File: config.mk
export PLATFORM = sky130hd
export DESIGN_NAME = tca_obi_xbar_demux
export DESIGN_NICKNAME = d
export VERILOG_FILES = /design/src/rtl/tca_obi_xbar_demux.sv
export SDC_FILE = /design/constraint.sdc
export NUM_CORES = 1
export LEC_CHECK = 0
export BUFFER_PORTS_ARGS = -buffer_cell sky130_fd_sc_hd__buf_2
export CAP_MARGIN = 25
export CORE_MARGIN = 5
export CORE_UTILIZATION = 35
export DETAILED_ROUTE_END_ITERATION = 10
export GPL_ROUTABILITY_DRIVEN = 0
export SYNTH_ARGS = -nofsm -noshare
export SYNTH_HDL_FRONTEND = slang
export SYNTH_SLANG_ARGS = --single-unit
File: constraint.sdc
create_clock -name clk_i -period 4.55 [get_ports clk_i]
set_input_delay 0.6825 -clock clk_i [delete_from_list [all_inputs] [get_ports clk_i]]
set_output_delay 0.6825 -clock clk_i [all_outputs]
set_load 0.01 [all_outputs]
File: src/rtl/tca_obi_xbar_demux.sv
// tca_obi_xbar_demux
// 1-to-N data-bus demultiplexer between the core LSU port and the system
// targets. Table-driven address decode, in-order response routing guarded by
// an outstanding-transaction counter, a small internal MMIO target
// (exit / print / 64-bit cycle counter) and an error target for unmapped
// addresses.
//
// Handshake: a request is transferred on a cycle where core_req_i and
// core_gnt_o are both high (accept). Every accepted request gets exactly one
// response, signalled by a single-cycle core_rvalid_o with core_rdata_o and
// core_err_o valid in that same cycle, in request order. Responses may be
// retired and a new request accepted in the same cycle.
module tca_obi_xbar_demux #(
    parameter int unsigned               N_SLV     = 4,
    parameter int unsigned               MAX_OUTST = 4,
    parameter logic [N_SLV-1:0][31:0]    SLV_BASE  = '0,
    parameter logic [N_SLV-1:0][31:0]    SLV_MASK  = '0,
    parameter logic [31:0]               MMIO_BASE = 32'h8000_0000
) (
    input  logic                     clk_i,
    input  logic                     rst_ni,
    // core side
    input  logic                     core_req_i,
    output logic                     core_gnt_o,
    input  logic [31:0]              core_addr_i,
    input  logic                     core_we_i,
    input  logic [3:0]               core_be_i,
    input  logic [31:0]              core_wdata_i,
    output logic                     core_rvalid_o,
    output logic [31:0]              core_rdata_o,
    output logic                     core_err_o,
    // target side
    output logic [N_SLV-1:0]         slv_req_o,
    input  logic [N_SLV-1:0]         slv_gnt_i,
    output logic [31:0]              slv_addr_o,
    output logic                     slv_we_o,
    output logic [3:0]               slv_be_o,
    output logic [31:0]              slv_wdata_o,
    input  logic [N_SLV-1:0]         slv_rvalid_i,
    input  logic [N_SLV-1:0][31:0]   slv_rdata_i,
    // MMIO side effects
    output logic                     exit_valid_o,
    output logic [31:0]              exit_code_o,
    output logic                     print_valid_o,
    output logic [7:0]               print_char_o
);

    localparam int unsigned TGT_W = $clog2(N_SLV + 2);
    localparam int unsigned CNT_W = $clog2(MAX_OUTST + 1);

    // Target encoding: 0..N_SLV-1 external, then the two internal targets.
    localparam logic [TGT_W-1:0] TGT_MMIO = TGT_W'(N_SLV);
    localparam logic [TGT_W-1:0] TGT_ERR  = TGT_W'(N_SLV + 1);
    localparam logic [CNT_W-1:0] CNT_MAX  = CNT_W'(MAX_OUTST);

    logic [TGT_W-1:0] tgt;
    logic             tgt_int;
    logic             tgt_gnt;
    logic             allowed;
    logic             accept;

    logic [CNT_W-1:0] cnt_q;
    logic [CNT_W-1:0] cnt_eff;
    logic [TGT_W-1:0] cur_tgt_q;

    logic             sel_rvalid;
    logic [31:0]      sel_rdata;
    logic             sel_err;
    logic             resp_fire;

    logic             int_rvalid_q;
    logic             int_err_q;
    logic [31:0]      int_rdata_q;
    logic [31:0]      mmio_rdata;

    logic [63:0]      cycle_q;
    logic [31:0]      exit_code_q;
    logic [7:0]       print_char_q;

    // Address decode: MMIO window first, then the lowest matching table entry.
    always_comb begin
        tgt = TGT_ERR;
        if (core_addr_i[31:4] == MMIO_BASE[31:4]) begin
            tgt = TGT_MMIO;
        end else begin
            for (int i = int'(N_SLV) - 1; i >= 0; i--) begin
                if ((core_addr_i & SLV_MASK[i]) == SLV_BASE[i]) begin
                    tgt = TGT_W'(i);
                end
            end
        end
    end

    assign tgt_int = (tgt == TGT_MMIO) || (tgt == TGT_ERR);

    // Pick the response source belonging to the target that owns the
    // outstanding transactions; everything else is ignored.
    always_comb begin
        sel_rvalid = 1'b0;
        sel_rdata  = '0;
        sel_err    = 1'b0;
        if ((cur_tgt_q == TGT_MMIO) || (cur_tgt_q == TGT_ERR)) begin
            sel_rvalid = int_rvalid_q;
            sel_rdata  = int_rdata_q;
            sel_err    = int_err_q;
        end else begin
            for (int i = 0; i < int'(N_SLV); i++) begin
                if (cur_tgt_q == TGT_W'(i)) begin
                    sel_rvalid = slv_rvalid_i[i];
                    sel_rdata  = slv_rdata_i[i];
                end
            end
        end
    end

    // A response with nothing outstanding is dropped so the count cannot wrap.
    assign resp_fire = sel_rvalid && (cnt_q != '0);

    // Outstanding count after retiring this cycle's response; lets a stalled
    // request to a new target go out in the same cycle the last response returns.
    assign cnt_eff = cnt_q - CNT_W'(resp_fire);

    assign allowed = rst_ni && core_req_i && (cnt_eff < CNT_MAX) &&
                     ((cnt_eff == '0) || (tgt == cur_tgt_q));

    // Route the request to the decoded target and pick its grant.
    always_comb begin
        slv_req_o = '0;
        tgt_gnt   = tgt_int;
        for (int i = 0; i < int'(N_SLV); i++) begin
            if (tgt == TGT_W'(i)) begin
                slv_req_o[i] = allowed;
                tgt_gnt      = slv_gnt_i[i];
            end
        end
    end

    assign core_gnt_o = allowed && tgt_gnt;
    assign accept     = core_gnt_o;

    // Broadcast request fields, held at zero while in reset.
    assign slv_addr_o  = rst_ni ? core_addr_i  : '0;
    assign slv_we_o    = rst_ni && core_we_i;
    assign slv_be_o    = rst_ni ? core_be_i    : '0;
    assign slv_wdata_o = rst_ni ? core_wdata_i : '0;

    assign core_rvalid_o = resp_fire;
    assign core_rdata_o  = resp_fire ? sel_rdata : '0;
    assign core_err_o    = resp_fire && sel_err;

    // MMIO side effects fire combinationally on the accept cycle.
    assign exit_valid_o  = accept && (tgt == TGT_MMIO) && core_we_i &&
                           (core_addr_i[3:2] == 2'b00);
    assign print_valid_o = accept && (tgt == TGT_MMIO) && core_we_i &&
                           (core_addr_i[3:2] == 2'b01);
    assign exit_code_o   = exit_valid_o  ? core_wdata_i      : exit_code_q;
    assign print_char_o  = print_valid_o ? core_wdata_i[7:0] : print_char_q;

    // MMIO read data, sampled on the accept cycle.
    always_comb begin
        mmio_rdata = '0;
        case (core_addr_i[3:2])
            2'b00:   mmio_rdata = cycle_q[31:0];
            2'b10:   mmio_rdata = cycle_q[63:32];
            default: mmio_rdata = '0;
        endcase
    end

    // Outstanding counter and owner of the outstanding transactions.
    always_ff @(posedge clk_i or negedge rst_ni) begin
        if (!rst_ni) begin
            cnt_q     <= '0;
            cur_tgt_q <= '0;
        end else begin
            cnt_q <= cnt_eff + CNT_W'(accept);
            if (accept) begin
                cur_tgt_q <= tgt;
            end
        end
    end

    // Internal MMIO/ERR responder: answers exactly one cycle after accept.
    always_ff @(posedge clk_i or negedge rst_ni) begin
        if (!rst_ni) begin
            int_rvalid_q <= 1'b0;
            int_err_q    <= 1'b0;
            int_rdata_q  <= '0;
        end else begin
            int_rvalid_q <= accept && tgt_int;
            int_err_q    <= accept && (tgt == TGT_ERR);
            int_rdata_q  <= (accept && (tgt == TGT_MMIO) && !core_we_i) ? mmio_rdata : '0;
        end
    end

    // Free-running cycle counter and held MMIO write values.
    always_ff @(posedge clk_i or negedge rst_ni) begin
        if (!rst_ni) begin
            cycle_q      <= '0;
            exit_code_q  <= '0;
            print_char_q <= '0;
        end else begin
            cycle_q <= cycle_q + 64'd1;
            if (exit_valid_o) begin
                exit_code_q <= core_wdata_i;
            end
            if (print_valid_o) begin
                print_char_q <= core_wdata_i[7:0];
            end
        end
    end

endmodule

==> impl_metrics.py <==
metrics = {
    "route": {
        "wire_per_inst_um": 17.53,
        "drcViolationCount": 0,
        "ant_nets": 0,
        "drt-initial-drc-count": 195,
        "vias": 5607,
        "drtPass1Iterations": 4,
        "viasPerCell": 4.736,
        "wl_mm": 20.76,
    },
    "cts": {
        "cts_made_buffers": 17,
        "cts_htree_levels": 4,
        "cts_tree": "built",
        "clkLatencyLatePin_ps": 430,
        "cts_resized": 0,
        "post_cts_buffers": 0,
        "clock-sinks": 141,
        "clk_pin_slew_worst_paths_ps": 60,
        "cts_root_buf": "clkbuf_16",
        "hold_buffers": 0,
        "clock_path_buffers": 2,
    },
    "synthesis": {
        "yosys.area.top_type": "dfrtp_1",
        "synth_flop_cell": "dfrtp_1",
        "synth.distinct_cells": 40,
        "syn_area_sq_um": 7131,
        "synth_seq_cells": 141,
        "synth_top_area_share_pct": 49.48,
        "ys_seq_area_share_pct": 49.48,
        "ys_top_cells_by_area": "dfrtp_1 (49%), mux2i_1 (9.0%), mux2_4 (6.3%)",
        "syn_area_per_cell_sq_um": 10.89,
        "synth_edf_count": 0,
        "synth.top_cells.by_count": "dfrtp_1 (141), nor2_1 (97), and2_1 (70)",
        "synthArstFlopShare_pct": 100.0,
        "syn_inst": 655,
        "synth_most_common_cell": "dfrtp_1",
        "ys.warnings.count": 0,
    },
    "place": {
        "dpl.cell_count": 1152,
        "placed_cell_area_sq_um": 8612,
        "dp_hpwl_mm": 16.01,
        "io_buffers": 251,
    },
    "cells_and_area": {
        "n_antenna_cell": 0,
        "multi_input_area_sq_um": 3381,
        "final_net_count": 1114,
        "stdcell_count": 1184,
        "n_fill_cell": 1906,
        "final_cell_area_sq_um": 9190,
        "synthToLayoutAreaGrowth_pct": 28.88,
        "seq_area_sq_um": 3530,
        "drive_gt1_share_pct": 37.20,
    },
    "job": {
        "cap_violations": 0,
    },
    "timing": {
        "clock_skew_ps": 11.81,
        "fin_setup_tns_ps": 0,
        "setup_viol": 0,
        "rsz0062_at_grt": "false",
        "slew_headroom_pct": 38.39,
        "finalHoldViolCount": 0,
        "period_minus_slack_ps": 4375,
        "slew_violations": 0,
        "fmax_ghz": 0.2286,
        "post-route-period-util_pct": 96.15,
        "worst_pin_slew_ps": 916.6,
    },
    "global_route": {
        "grt_util_all_layers_pct": 17.82,
        "grt_start_max_net_pins": 95,
        "gr-total-overflow": 0,
        "antenna_found_initial": 0,
        "grt_pass1_vias": 5641,
        "grt_pass1_wl_mm": 32.52,
    },
    "power": {
        "ir_drop_mv": 0.1792,
        "p_per_area_nw_per_um2": 329.6,
        "leakage_nw": 4.823,
        "total_power_w": 0.003029,
    },
    "floorplanning": {
        "ios": 358,
        "rows": 52,
        "dieWidth_um": 152.7,
        "coreArea_sq_um": 20170,
        "die-area_sq_um": 23330,
        "start_util_pct": 35.35,
        "die_y_um": 152.7,
    },
    "setup_path": {
        "cp_slowest_cell": "or4_4",
        "cp-end-kind": "output pin",
        "crit_type": "reg -> out",
        "critPathRequiredTime_ps": 3870,
        "crit_arrival_ps": 3690,
        "timing.rr.start": "cur_tgt_q[2]$_DFFE_PN0N_",
        "cpPeakStageDelay_ps": 820,
        "crit_fanout": 32,
        "worst_path_most_repeated_cell": "ha_1",
        "cp-start-kind": "register",
        "path_cells": "mux2_2 -> o31ai_4 -> inv_1 -> ha_1 -> ha_1 -> xnor2_1 -> and3_1 -> nand2_1 -> or4_4 -> mux2_4 -> buf_2",
        "timing.critical_path.from": "cur_tgt_q[2]$_DFFE_PN0N_",
    },
    "min_path": {
        "hold_path_class": "in -> async",
    },
    "run_status": {
        "outcome": "finished clean",
    },
}
## cell usage in the layout (no fill, tap or decap), drive strengths merged, types with 2 or more instances in the layout
cell type	n
xnor2	32
nand3	21
nor4	15
or2	3
nand2b	2
nor3	12
mux2i	64
xor2	33
nand4	22
and3	6
mux2	41
clkinv	4
clkbuf	17
and2	70
nand2	29
nor2	97
and4	2
ha	5
dfrtp	141
or4	2
buf	257
conb	4
inv	23
clkinvlp	3
## cell families after synthesis
| logic type | synth area share [%] |
|---|---|
| AND/OR/NAND/NOR | 20.55 |
| buffers and inverters | 3.544 |
| flip-flops | 49.48 |
| AO/OA/AOI/OAI | 0.4737 |
| other | 0.05259 |
| adder cells (fa/ha/maj) | 0.8773 |
| multiplexers | 17.04 |
| XOR/XNOR | 7.984 |
## final timing paths
kind                                              to  slack [ps]  depth (start not counted)
min in group clk_i             cycle_q[63]$_DFF_PN0_         480                          1
max in group asynchronous   cur_tgt_q[2]$_DFFE_PN0N_        3140                          2
max reg2reg                exit_code_q[18]$_DFF_PN0_        1300                         10
min reg2reg                    cycle_q[63]$_DFF_PN0_         480                          1
min                        exit_code_q[21]$_DFF_PN0_         190                          1
max                                  exit_code_o[18]         170                         11
## sequential cells by signal, summed over array words and instances, names as in the netlist
name          count
cycle_q          64
exit_code_q      32
int_rdata_q      32
print_char_q      8
cnt_q             3
cur_tgt_q         1
int_rvalid_q      1
## critical path: cells and delay by family, from the launching register on
| kind | cells | cell delay [ps] |
|---|---|---|
| AND/OR/NAND/NOR | 3 | 1180 |
| multiplexers | 2 | 760 |
| adder cells (fa/ha/maj) | 2 | 400 |
| flip-flops | 1 | 360 |
| XOR/XNOR | 1 | 270 |
| buffers and inverters | 2 | 240 |
| AO/OA/AOI/OAI | 1 | 60 |
## final cells by class
cell class                 count  area share [%]
sequential                   141           38.41
multi-input combinational    469           36.79
tap                          270           3.676
timing repair buffer         257           14.23
inverter                      15          0.6127
clock buffer                  17           4.629
clock inverter                15           1.661
## where the power goes
part / switching [W] / leakage [nW] / total, W / internal (W)
Clock: 0.000615 / 0.274 / 0.00134 / 0.000728
Sequential: 0.0000146 / 1.95 / 0.00128 / 0.00127
Combinational: 0.000242 / 2.60 / 0.000403 / 0.000161
Total: 0.000871 / 4.82 / 0.00303 / 0.00216
## metrics by stage
stage	hold WS [ps]	util, %	worst slack [ps]
after floorplan	386.9	-	258.1
after global placement	456.1	42.70	244.9
after detailed placement	471.2	42.70	240.4
after CTS	187.0	45.56	158.6
after global routing	214.3	45.56	52.75
final	185.9	45.56	175.0
## metal layers
metal	vias up	track usage, %	wire, um
met5	-	0	0
met4	0	7.594	714
met3	23	4.005	897
met2	148	31.02	10710
met1	2733	21.18	8443
li1	2703	-	-
(Power assumes the default switching activity.)
